**src/rtl/pc_sequencer_if.sv**
```systemverilog
// Control and status bundle between fetch control and the PC sequencer.
// master drives the next-PC requests; slave (the sequencer) returns PC and RAS status.
interface pc_sequencer_if #(
    parameter int PC_W  = 32,
    parameter int OFF_W = 9,
    parameter int CNT_W = 3
);
    logic             stall;
    logic             halt;
    logic             branch;
    logic             zero;
    logic [OFF_W-1:0] branch_off;
    logic             jump;
    logic             call;
    logic             ret;
    logic [PC_W-1:0]  jump_target;

    logic [PC_W-1:0]  pc;
    logic             halted;
    logic             ras_overflow;
    logic             ras_underflow;
    logic [CNT_W-1:0] ras_count;

    modport master (
        output stall, halt, branch, zero, branch_off, jump, call, ret, jump_target,
        input  pc, halted, ras_overflow, ras_underflow, ras_count
    );

    modport slave (
        input  stall, halt, branch, zero, branch_off, jump, call, ret, jump_target,
        output pc, halted, ras_overflow, ras_underflow, ras_count
    );
endinterface

```
**src/rtl/pc_sequencer.sv**
```systemverilog
// Program-counter sequencer with circular return-address stack; pc is the register (0-cycle output latency).
// stall holds PC/RAS/flags for the cycle; halt freezes everything until reset.
module pc_sequencer #(
    parameter int              PC_W      = 32,
    parameter int              STEP      = 4,
    parameter int              OFF_W     = 9,
    parameter int              RAS_DEPTH = 4,
    parameter logic [PC_W-1:0] RESET_PC  = '0
) (
    input  logic           clk,
    input  logic           reset,
    pc_sequencer_if.slave  sif
);
    localparam int PTR_W = $clog2(RAS_DEPTH);
    localparam int CNT_W = PTR_W + 1;

    typedef enum logic [0:0] {
        RUN,
        HALTED
    } state_t;

    state_t           state_q, state_d;
    logic [PC_W-1:0]  pc_q, pc_d;
    logic [PTR_W-1:0] wp_q, wp_d;
    logic [CNT_W-1:0] cnt_q, cnt_d;
    logic             ovf_q, ovf_d;
    logic             unf_q, unf_d;
    logic             push;
    logic [PC_W-1:0]  ras_mem [RAS_DEPTH];

    logic [PC_W-1:0]  pc_seq;
    logic [PC_W-1:0]  off_ext;
    logic [PC_W-1:0]  br_target;
    logic [PTR_W-1:0] top_idx;
    logic             ras_empty;
    logic             ras_full;

    // Offset is sign-extended (or truncated) to PC_W first so all sums wrap mod 2^PC_W.
    assign pc_seq    = pc_q + PC_W'(STEP);
    assign off_ext   = PC_W'($signed(sif.branch_off));
    assign br_target = pc_q + off_ext * PC_W'(STEP);
    assign top_idx   = wp_q - PTR_W'(1);
    assign ras_empty = (cnt_q == '0);
    assign ras_full  = (cnt_q == CNT_W'(RAS_DEPTH));

    always_comb begin
        state_d = state_q;
        pc_d    = pc_q;
        wp_d    = wp_q;
        cnt_d   = cnt_q;
        ovf_d   = ovf_q;
        unf_d   = unf_q;
        push    = 1'b0;
        case (state_q)
            RUN: begin
                if (sif.halt) begin
                    state_d = HALTED;
                end else if (!sif.stall) begin
                    if (sif.ret) begin
                        if (!ras_empty) begin
                            pc_d  = ras_mem[top_idx];
                            wp_d  = top_idx;
                            cnt_d = cnt_q - CNT_W'(1);
                        end else begin
                            pc_d  = pc_seq;
                            unf_d = 1'b1;
                        end
                    end else if (sif.call) begin
                        // When full, wp already points at the oldest entry, so the push overwrites it.
                        push = 1'b1;
                        pc_d = sif.jump_target;
                        wp_d = wp_q + PTR_W'(1);
                        if (ras_full) begin
                            ovf_d = 1'b1;
                        end else begin
                            cnt_d = cnt_q + CNT_W'(1);
                        end
                    end else if (sif.jump) begin
                        pc_d = sif.jump_target;
                    end else if (sif.branch && sif.zero) begin
                        pc_d = br_target;
                    end else begin
                        pc_d = pc_seq;
                    end
                end
            end
            HALTED: begin
                state_d = HALTED;
            end
            default: begin
                state_d = HALTED;
            end
        endcase
    end

    always_ff @(posedge clk or posedge reset) begin
        if (reset) begin
            state_q <= RUN;
            pc_q    <= RESET_PC;
            wp_q    <= '0;
            cnt_q   <= '0;
            ovf_q   <= 1'b0;
            unf_q   <= 1'b0;
        end else begin
            state_q <= state_d;
            pc_q    <= pc_d;
            wp_q    <= wp_d;
            cnt_q   <= cnt_d;
            ovf_q   <= ovf_d;
            unf_q   <= unf_d;
        end
    end

    // Stack storage needs no reset: entries are only read while counted as valid.
    always_ff @(posedge clk) begin
        if (push) begin
            ras_mem[wp_q] <= pc_seq;
        end
    end

    assign sif.pc            = pc_q;
    assign sif.halted        = (state_q == HALTED);
    assign sif.ras_overflow  = ovf_q;
    assign sif.ras_underflow = unf_q;
    assign sif.ras_count     = cnt_q;
endmodule

```
**src/flat_wrapper.sv**
```systemverilog
// flat-port wrapper written by rule: the top's interface ports become plain ports
module pc_sequencer_flat 
#(
    parameter int              PC_W      = 32,
    parameter int              STEP      = 4,
    parameter int              OFF_W     = 9,
    parameter int              RAS_DEPTH = 4,
    parameter logic [PC_W-1:0] RESET_PC  = '0
)
  (clk, reset, sif_stall, sif_halt, sif_branch, sif_zero, sif_branch_off, sif_jump, sif_call, sif_ret, sif_jump_target, sif_pc, sif_halted, sif_ras_overflow, sif_ras_underflow, sif_ras_count);
  pc_sequencer_if #(.PC_W(PC_W), .OFF_W(OFF_W), .CNT_W(3)) sif_i ();
  input  logic clk;
  input  logic reset;
  input wire logic [$bits(sif_i.stall)-1:0] sif_stall;
  input wire logic [$bits(sif_i.halt)-1:0] sif_halt;
  input wire logic [$bits(sif_i.branch)-1:0] sif_branch;
  input wire logic [$bits(sif_i.zero)-1:0] sif_zero;
  input wire logic [$bits(sif_i.branch_off)-1:0] sif_branch_off;
  input wire logic [$bits(sif_i.jump)-1:0] sif_jump;
  input wire logic [$bits(sif_i.call)-1:0] sif_call;
  input wire logic [$bits(sif_i.ret)-1:0] sif_ret;
  input wire logic [$bits(sif_i.jump_target)-1:0] sif_jump_target;
  output wire logic [$bits(sif_i.pc)-1:0] sif_pc;
  output wire logic [$bits(sif_i.halted)-1:0] sif_halted;
  output wire logic [$bits(sif_i.ras_overflow)-1:0] sif_ras_overflow;
  output wire logic [$bits(sif_i.ras_underflow)-1:0] sif_ras_underflow;
  output wire logic [$bits(sif_i.ras_count)-1:0] sif_ras_count;
  assign sif_i.stall = sif_stall;
  assign sif_i.halt = sif_halt;
  assign sif_i.branch = sif_branch;
  assign sif_i.zero = sif_zero;
  assign sif_i.branch_off = sif_branch_off;
  assign sif_i.jump = sif_jump;
  assign sif_i.call = sif_call;
  assign sif_i.ret = sif_ret;
  assign sif_i.jump_target = sif_jump_target;
  assign sif_pc = sif_i.pc;
  assign sif_halted = sif_i.halted;
  assign sif_ras_overflow = sif_i.ras_overflow;
  assign sif_ras_underflow = sif_i.ras_underflow;
  assign sif_ras_count = sif_i.ras_count;
  pc_sequencer #(.PC_W(PC_W), .STEP(STEP), .OFF_W(OFF_W), .RAS_DEPTH(RAS_DEPTH), .RESET_PC(RESET_PC)) u_core (.clk(clk), .reset(reset), .sif(sif_i));
endmodule
```
**config.mk**
```make
export PLATFORM = sky130hd
export DESIGN_NAME = pc_sequencer_flat
export DESIGN_NICKNAME = d
export VERILOG_FILES = /design/src/rtl/pc_sequencer_if.sv /design/src/rtl/pc_sequencer.sv /design/src/flat_wrapper.sv
export SDC_FILE = /design/constraint.sdc
export NUM_CORES = 1
export LEC_CHECK = 0
export BUFFER_PORTS_ARGS = -buffer_cell sky130_fd_sc_hd__buf_2
export CAP_MARGIN = 25
export CORE_MARGIN = 8
export CORE_UTILIZATION = 50
export CTS_CLUSTER_DIAMETER = 200
export CTS_CLUSTER_SIZE = 40
export DETAILED_ROUTE_END_ITERATION = 12
export PLACE_DENSITY_LB_ADDON = 0.15
export SLEW_MARGIN = 20
export SYNTH_ARGS = -nofsm -noshare
export SYNTH_HDL_FRONTEND = slang
export SYNTH_SLANG_ARGS = --single-unit
```
**constraint.sdc**
```tcl
create_clock -name clk -period 8.3 [get_ports clk]
set_clock_uncertainty 0.15 [all_clocks]
set_input_delay 1.245 -clock clk [delete_from_list [all_inputs] [get_ports clk]]
set_output_delay 1.245 -clock clk [all_outputs]
set_load 0.02 [all_outputs]
```
### After elaboration in Yosys (flattened, before gate mapping)

Memories as Yosys holds them, arrays and structs flattened.
Index checks and enable logic that the tools add are counted.

| word-level totals | value |
|---|---|
| logic and storage cells | 49 |
| output and inout bits | 38 |
| bits in writable memories | 128 |
| input bits | 50 |
| memories kept | 1 |
| bits in registers | 40 |

| operators by class | value |
|---|---|
| reduce and logical (&&, ||, !) cells | 8 |
| bitwise operators | 4 |
| add/subtract/negate cells | 6 |
| equal/unequal tests | 3 |
| muxes and demuxes | 21 |

Memories:

| name | words | bits a word | read ports | clocked after memory_dff | wr ports | line | text |
|---|---|---|---|---|---|---|---|
| u_core.ras_mem | 4 | 32 | 1 | 0 | 1 | pc_sequencer.sv:29 | `logic [PC_W-1:0] ras_mem [RAS_DEPTH];` |

Operator list:

| operator | number |
|---|---|
| 32-bit two-way mux | 5 |
| 32-bit by 3-bit adder with 32-bit output, second input constant | 1 |
| 32-bit adder | 1 |
| 3-bit two-way mux | 4 |
| 6-bit AND reduction | 2 |
| 5-bit AND reduction | 2 |
| 1-bit two-way mux | 8 |
| 2-bit two-way mux | 3 |
| 2-bit inequality test, second input constant | 2 |
| 1-bit inverter | 4 |
| 3-bit by 1-bit adder with 3-bit output, second input constant | 1 |
| 3-bit == test, second input constant | 1 |
| 3-bit logical NOT | 1 |
| 3-bit AND reduction | 1 |
| 3-bit by 1-bit subtractor with 3-bit output, second input constant | 1 |
| 2-bit by 1-bit adder with 2-bit output, second input constant | 1 |
| 1-bit case mux with 2 select lines | 1 |
| 2-bit nonzero test | 1 |
| 2-bit by 1-bit subtractor with 2-bit output, second input constant | 1 |
| 1-bit logical AND | 1 |

### Longest topological paths before layout

Gate-level depths: netlist (run 1).

| logic depth | value |
|---|---|
| depth after elaboration | 7 |
| depth in mapped cells | 12 |
| gate-level depth less buffers | 10 |

### Worst setup path before layout (run 1)

OpenSTA, ideal clock, no wires.

| path | value |
|---|---|
| path kind | input port to flip-flop |
| from | input port sif_branch_off[0] |
| to | register u_core.pc_q[22], in the netlist u_core.sif.pc[22] |
| cell stages on the path | 10 |
| arrival time | 3.603 ns |
| path buffers | 0 |
| library setup time | 0.119 ns |
| path slack | 4.428 ns |
| data required time | 8.031 ns |
| cells stage by stage | ha_1 fa_1 a211oi_2 o21ai_1 a2111oi_4 o32ai_1 a41oi_2 xor2_1 o221ai_1 o21a_1 |

| between the ends | value |
|---|---|
| cells in the longest elaborated chain, start to end | 5 |

Ends and longest elaborated chain:

| item | line | text |
|---|---|---|
| start, declared | flat_wrapper.sv:18 | `input wire logic [$bits(sif_i.branch_off)-1:0] sif_branch_off;` |
| 32-bit adder | pc_sequencer.sv:41 | `assign br_target = pc_q + off_ext * PC_W'(STEP);` |
| 32-bit two-way mux | pc_sequencer.sv:80 | `end else if (sif.branch && sif.zero) begin` |
| 32-bit two-way mux | pc_sequencer.sv:78 | `end else if (sif.jump) begin` |
| 32-bit two-way mux | pc_sequencer.sv:68 | `end else if (sif.call) begin` |
| 32-bit two-way mux | pc_sequencer.sv:59 | `if (sif.ret) begin` |
| end signal, assigned | pc_sequencer.sv:106 | `pc_q <= pc_d;` |
| end, declared | pc_sequencer.sv:23 | `logic [PC_W-1:0] pc_q, pc_d;` |

No other way between the ends.
A chain may end at the register's enable or synchronous reset.

### Final worst setup path (run 1)

| path | value |
|---|---|
| from | register u_core.wp_q[0] |
| to | register u_core.pc_q[24], in the netlist u_core.sif.pc[24] |

| between the ends | value |
|---|---|
| cells in the longest elaborated chain, start to end | 4 |

Ends and longest elaborated chain:

| item | line | text |
|---|---|---|
| start, declared | pc_sequencer.sv:24 | `logic [PTR_W-1:0] wp_q, wp_d;` |
| start signal, assigned | pc_sequencer.sv:107 | `wp_q <= wp_d;` |
| 2-bit by 1-bit subtractor with 2-bit output | pc_sequencer.sv:42 | `assign top_idx = wp_q - PTR_W'(1);` |
| memory 4 x 32 bit | - |  |
| 32-bit two-way mux | pc_sequencer.sv:60 | `if (!ras_empty) begin` |
| 32-bit two-way mux | pc_sequencer.sv:59 |  |

No other way between the ends.

==> summary.txt, run 1 <==
Post-DRT Antenna Nets: 0
CTS clk-pin slew, worst paths: 0.07 ns
DRC Markers: 0
hold crit path type: register to register
Syn Nets: 901
RSZ-0062 raised after global routing: no
Int Pwr: 1.57 mW
crit path setup slack, layout: 4.12 ns
Yosys warnings: 0
met3 WL: 1.57 mm
register area: 4850 um2
die area: 23500 um2
xor/xnor share of the synthesized area: 4.55%
Place WS: 3.87 ns
FF+latch count, synth: 168
Setup Fix Bufs, Post-CTS: 0
Post-synth EDFFs: 128
Slowest Stage Delay on Critical Path: 0.85 ns
drt pass-1 iters: 5
vias in the first global route: 7443
post-synthesis adder-cell area fraction: 4.93%
Post-DP HPWL: 19.2 mm
most frequent cells in the layout: edfxtp_1 (128), buf_2 (87), nand2_1 (66)
r2r startpoint: u_core.wp_q[0]
slew margin rel.: 48.8%
diode count: 0
fin util: 57.3%
Area Overhead vs Synth: 13.2%
largest family of logic cells by synthesized area: compound AO/OA/AOI/OAI gates
WS Path Type: register to register
Synth Instances: 815
endpoints failing setup: 0
Routed met2 length: 13.3 mm
Worst VDD drop: 0.161 mV
Worst Tran Pin Value: 0.767 ns
Final Hold Fails: 0
placed cell areas: 10100 um2
PortBufs: 87
# rows: 50
post-layout minimum cycle time: 4.18 ns
Clock Tree Buf Depth: 2
Cell Chain, Critical Path: buf_4 -> inv_1 -> ha_1 -> buf_4 -> mux4_2 -> a221oi_1 -> o21ai_0 -> nor3b_1 -> nor3_1
Critical Path AT: 4.34 ns
multi-input logic area: 4320 um2
Slowest cell on crit path: ha_1
die width: 153 um
H-tree depth: 4
Comb pwr share: 23.0%
vias post-DR: 7363
Final Cell Area: 10700 um2
Worst setup EP type: register
most common cell after layout, fill and taps aside: edfxtp_1
hold_buf cts: 0
CTS Buf Count: 17
outcome: complete, no violations
Synth Area in Simple Gates: 10.8%
CP most frequent cell: buf_4
first-pass GRT wire length: 42.3 mm
Cell Area, Synth: 9440 um2
Synth Area in Compound Gates: 17.3%
Total Wirelength: 27.4 mm
post-cts resize count: 0
Data required, critical path: 8.46 ns
mux share of post-synthesis cell area: 8.06%
core area: 18600 um2
Pwr Density: 214 nW/um2
CP delay by family, top: buffers and inverters
accumulated negative setup slack: 0 ns
First DRT Iteration DRCs: 710
Clock Power Share: 33.6%
worst reg2reg path endpoint: u_core.sif.pc[24]
ys flop type: edfxtp_1
gpl congestion: 0.869
peak fanout along the critical path: 35
Sink Count: 168
sequential area share after synthesis: 51.3%
critical hold path startpoint: u_core.sif.ras_overflow
highest routed layer: met4
Chip Height: 153 um
drt wl/cell: 24.1 um
Starting Density: 50.6%
I/O pin cnt: 88
Post-synth ARST share: 23.8%
WHS Path Cells: 1
final-layout fill cell count: 1573
Min-Delay Endpoint: u_core.sif.ras_overflow
CTS root buf: clkbuf_16
largest net degree at the start of global routing: 43
layout cells sized above 1: 20.5%
Worst R2R Path Depth: 9
CTS tree: done
leakage: 4.07 nW
WP buf/inv: 3
switching power share of the total: 31.6%
post-synthesis cell type count: 70
Final nets: 976
met1 wire length: 11.8 mm
overall global routing resource usage: 23.3%
vias per cell: 6.48
initial antenna violation count: 0
sequential share of power: 43.4%
Tcrit/Tclk final: 50.3%
Net Sw Power: 0.723 mW
global route overflow: 0
Maximum Capacitance Violations: 0
crit path launch type: register
Worst-Skew Late Latency: 0.43 ns
fmax: 239 MHz
Slew Viols, Final: 0
Avg Synthesized Cell Area: 11.6 um2
Reg2Reg Setup Slack: 4.12 ns
cell type report:
cell class | count | area share, %
repair buffers | 102 | 5.25
inverters | 26 | 0.913
well taps | 234 | 2.74
clock inverters | 14 | 1.32
clock buffers | 18 | 4.02
flip-flops and latches | 168 | 45.4
multi-input cells | 575 | 40.4
worst max-delay path by stage:
stage,start,end,slack [ns],cells past startpoint
after floorplan,sif_branch_off[0],u_core.sif.pc[22],4.43,10
after global placement,sif_branch_off[0],u_core.sif.pc[24],3.99,11
after detailed placement,sif_branch_off[0],u_core.sif.pc[24],3.87,11
after CTS,u_core.wp_q[0],u_core.sif.pc[24],4.13,9
after global routing,u_core.wp_q[0],u_core.sif.pc[24],3.97,9
final,u_core.wp_q[0],u_core.sif.pc[24],4.12,9
worst reg2reg max path, delay by kind of cell, from the launching register on:
kind                       cells  cell delay [ns]
and+or+nand+nor                2             0.40
adders and majority gates      1             0.85
muxes                          1             0.39
buffers and inverters          3             1.22
DFF                            1             0.34
AOI/OAI and AO/OA              2             0.72
Yosys cell counts, types with 8 or more instances:
cell type / count / area [um2]
a21oi_1: 52 / 260
clkbuf_1: 39 / 146
nor3_1: 13 / 65.1
o21ai_0: 65 / 325
xnor2_1: 26 / 228
nand4_1: 13 / 81.3
nand3_1: 20 / 100
a31oi_1: 9 / 56.3
dfrtp_1: 40 / 1000
and3_1: 15 / 93.8
a221oi_1: 11 / 96.3
inv_1: 25 / 93.8
nand2_1: 66 / 248
xor2_1: 23 / 201
a221o_1: 8 / 80.1
o21bai_1: 9 / 67.6
nor2_1: 62 / 233
mux4_2: 32 / 721
ha_1: 34 / 425
edfxtp_1: 128 / 3840
cells by family (layout without fill, tap and decap cells):
logic type      Yosys count  count (layout)
buf+inv                  72             160
mux                      36              36
simple gates            214             214
xor+xnor                 49              49
fa+ha+maj                36              36
flops                   168             168
compound gates          240             240
power groups by stage:
| stage | sequential [mW] | clock, mW | combinational (mW) |
|---|---|---|---|
| 3_5_place_dp | 1.01 | 0 | 0.522 |
| 5_1_grt | 0.995 | 0.811 | 0.573 |
| 2_1_floorplan | 1.01 | 0 | 0.351 |
| 3_3_place_gp | 1.01 | 0 | 0.510 |
| 4_1_cts | 0.992 | 0.780 | 0.524 |
| 6_report | 0.993 | 0.770 | 0.527 |
registers in the layout (all words and copies together), names as in the netlist:
name                      cells
u_core.sif.ras_count          3
u_core.sif.halted             1
u_core.sif.ras_overflow       1
u_core.sif.ras_underflow      1
u_core.ras_mem              128
u_core.sif.pc                32
u_core.wp_q                   2
layer usage:
| layer | GRT usage (%) | up-vias |
|---|---|---|
| met5 | 0 | - |
| met4 | 9.15 | 0 |
| met3 | 4.29 | 50 |
| met2 | 39.6 | 298 |
| met1 | 29.1 | 3687 |
| li1 | - | 3328 |
through the flow:
stage               instances  hold slack [ns]  total power [mW]
floorplan                 815            0.348              1.37
global placement         1103            0.291              1.52
detailed placement       1105            0.303              1.53
CTS                      1137            0.326              2.30
global route             1137            0.340              2.38
finish                   1137            0.329              2.29
Note: power is estimated with default switching activity, not from simulation.
==> run 2, diff against run 1 <==
clock period = 4.4 ns   (was 8.3 ns; I/O delays follow)
==> summary.txt, run 2 (same netlist as run 1, synthesis figures left out) <==
vias per cell: 6.55
post-layout minimum cycle time: 3.58 ns
I/O pin cnt: 88
Critical Path AT: 3.77 ns
Pwr Density: 408 nW/um2
core area: 18600 um2
accumulated negative setup slack: 0 ns
max FFs per register: 128
slew margin rel.: 44.3%
Post-DP HPWL: 19.7 mm
# rows: 50
drt wl/cell: 24.4 um
Slew Viols, Final: 0
leakage: 4.11 nW
Final nets: 981
WS Path Type: register to register
layout cells sized above 1: 20.9%
hold crit path type: primary input to asynchronous set/reset pin
overall global routing resource usage: 23.9%
Sink Count: 168
largest reg by FF count: u_core.ras_mem
DRC Markers: 0
Worst Tran Pin Value: 0.835 ns
Worst setup EP type: register
Final Hold Fails: 0
Area Overhead vs Synth: 14.5%
H-tree depth: 4
crit path setup slack, layout: 0.820 ns
CTS clk-pin slew, worst paths: 0.07 ns
outcome: complete, no violations
first-pass GRT wire length: 43.6 mm
Worst-Skew Late Latency: 0.43 ns
diode count: 0
Tcrit/Tclk final: 81.4%
WHS: 0.119 ns
largest net degree at the start of global routing: 42
endpoints failing setup: 0
most common cell after layout, fill and taps aside: edfxtp_1
crit path launch type: register
vias in the first global route: 7669
Total Wirelength: 27.9 mm
Worst VDD drop: 0.283 mV
global route overflow: 0
drt pass-1 iters: 7
die width: 153 um
Setup Fix Bufs, Post-CTS: 0
Data required, critical path: 4.59 ns
post-cts resize count: 0
PortBufs: 87
CTS Buf Count: 17
Maximum Capacitance Violations: 0
vias post-DR: 7475
fmax: 279 MHz
Clock Tree Buf Depth: 2
RSZ-0062 raised after global routing: no
Starting Density: 50.6%
die area: 23500 um2
Place WS: 0.617 ns
peak fanout along the critical path: 8
gpl congestion: 1.01
First DRT Iteration DRCs: 746
initial antenna violation count: 0
CTS root buf: clkbuf_16
Chip Height: 153 um
Post-DRT Antenna Nets: 0
hold_buf cts: 0
most frequent cells in the layout: edfxtp_1 (128), buf_2 (87), nand2_1 (66)
CTS tree: done
-- run 2: cell types whose count changed in the layout (fill, tap and decap cells not counted) --
cell | before | now
buf_8 | 0 | 1
buf_4 | 14 | 15
inv_8 | 4 | 3
clkinv_8 | 0 | 1
inv_6 | 2 | 4
clkinv_2 | 3 | 0
buf_12 | 1 | 4
bufinv_16 | 1 | 2
clkinv_4 | 3 | 2
clkinvlp_4 | 1 | 2
-- run 2: worst max-delay path, cell delays in order (launching register included) --
cell,delay [ns]
dfrtp_1,0.47
ha_1,0.28
fa_1,0.44
a211oi_2,0.30
o21ai_1,0.20
a2111oi_4,0.52
o32ai_1,0.25
a41oi_2,0.38
o21ai_1,0.13
nor3b_1,0.15
nor3_1,0.21
-- run 2: layout make-up --
class	count	area, um2
inverters	26	97.6
well taps	234	293
clock buffers	18	429
repair buffers	107	643
flip-flops and latches	168	4850
multi-input cells	575	4320
clock inverters	14	178
fillers	1532	7840
-- run 2: path summary, 6_finish.rpt --
| kind | startpoint | endpoint | slack (ns) | depth (start not counted) |
|---|---|---|---|---|
| min in group clk | sif_jump_target[18] | u_core.sif.pc[18] | 0.32 | 3 |
| max in group asynchronous | reset | u_core.sif.pc[24] | 3.43 | 3 |
| hold / removal | reset | u_core.sif.ras_count[2] | 0.12 | 2 |
| hold reg to reg | u_core.sif.ras_underflow | u_core.sif.ras_underflow | 0.35 | 1 |
| setup reg to reg | u_core.sif.pc[2] | u_core.sif.pc[24] | 0.82 | 10 |
| setup / recovery | u_core.sif.pc[2] | u_core.sif.pc[24] | 0.82 | 10 |
-- run 2: per-stage QoR --
stage | cells | cell area (um2) | utilization (%) | power (mW)
floorplan | 815 | 9440 | - | 2.58
global placement | 1108 | 10200 | 54.5 | 2.86
detailed placement | 1109 | 10200 | 54.6 | 2.88
CTS | 1141 | 10800 | 57.9 | 4.42
global route | 1142 | 10800 | 58.0 | 4.58
finish | 1142 | 10800 | 58.0 | 4.40
-- run 2: report_power, final --
group / internal [mW] / switching [mW]
registers: 1.78 / 0.102
clock network: 0.861 / 0.678
logic: 0.384 / 0.601
total: 3.02 / 1.38
-- run 2: layer usage --
metal | up-vias | track usage (%) | wire length (um) | share of wire (%)
li1 | 3335 | - | - | -
met1 | 3683 | 30.4 | 11400 | 41
met2 | 400 | 39.1 | 13300 | 48
met3 | 57 | 5.22 | 2350 | 8.4
met4 | 0 | 10.1 | 864 | 3.1
met5 | - | 0 | 0 | 0
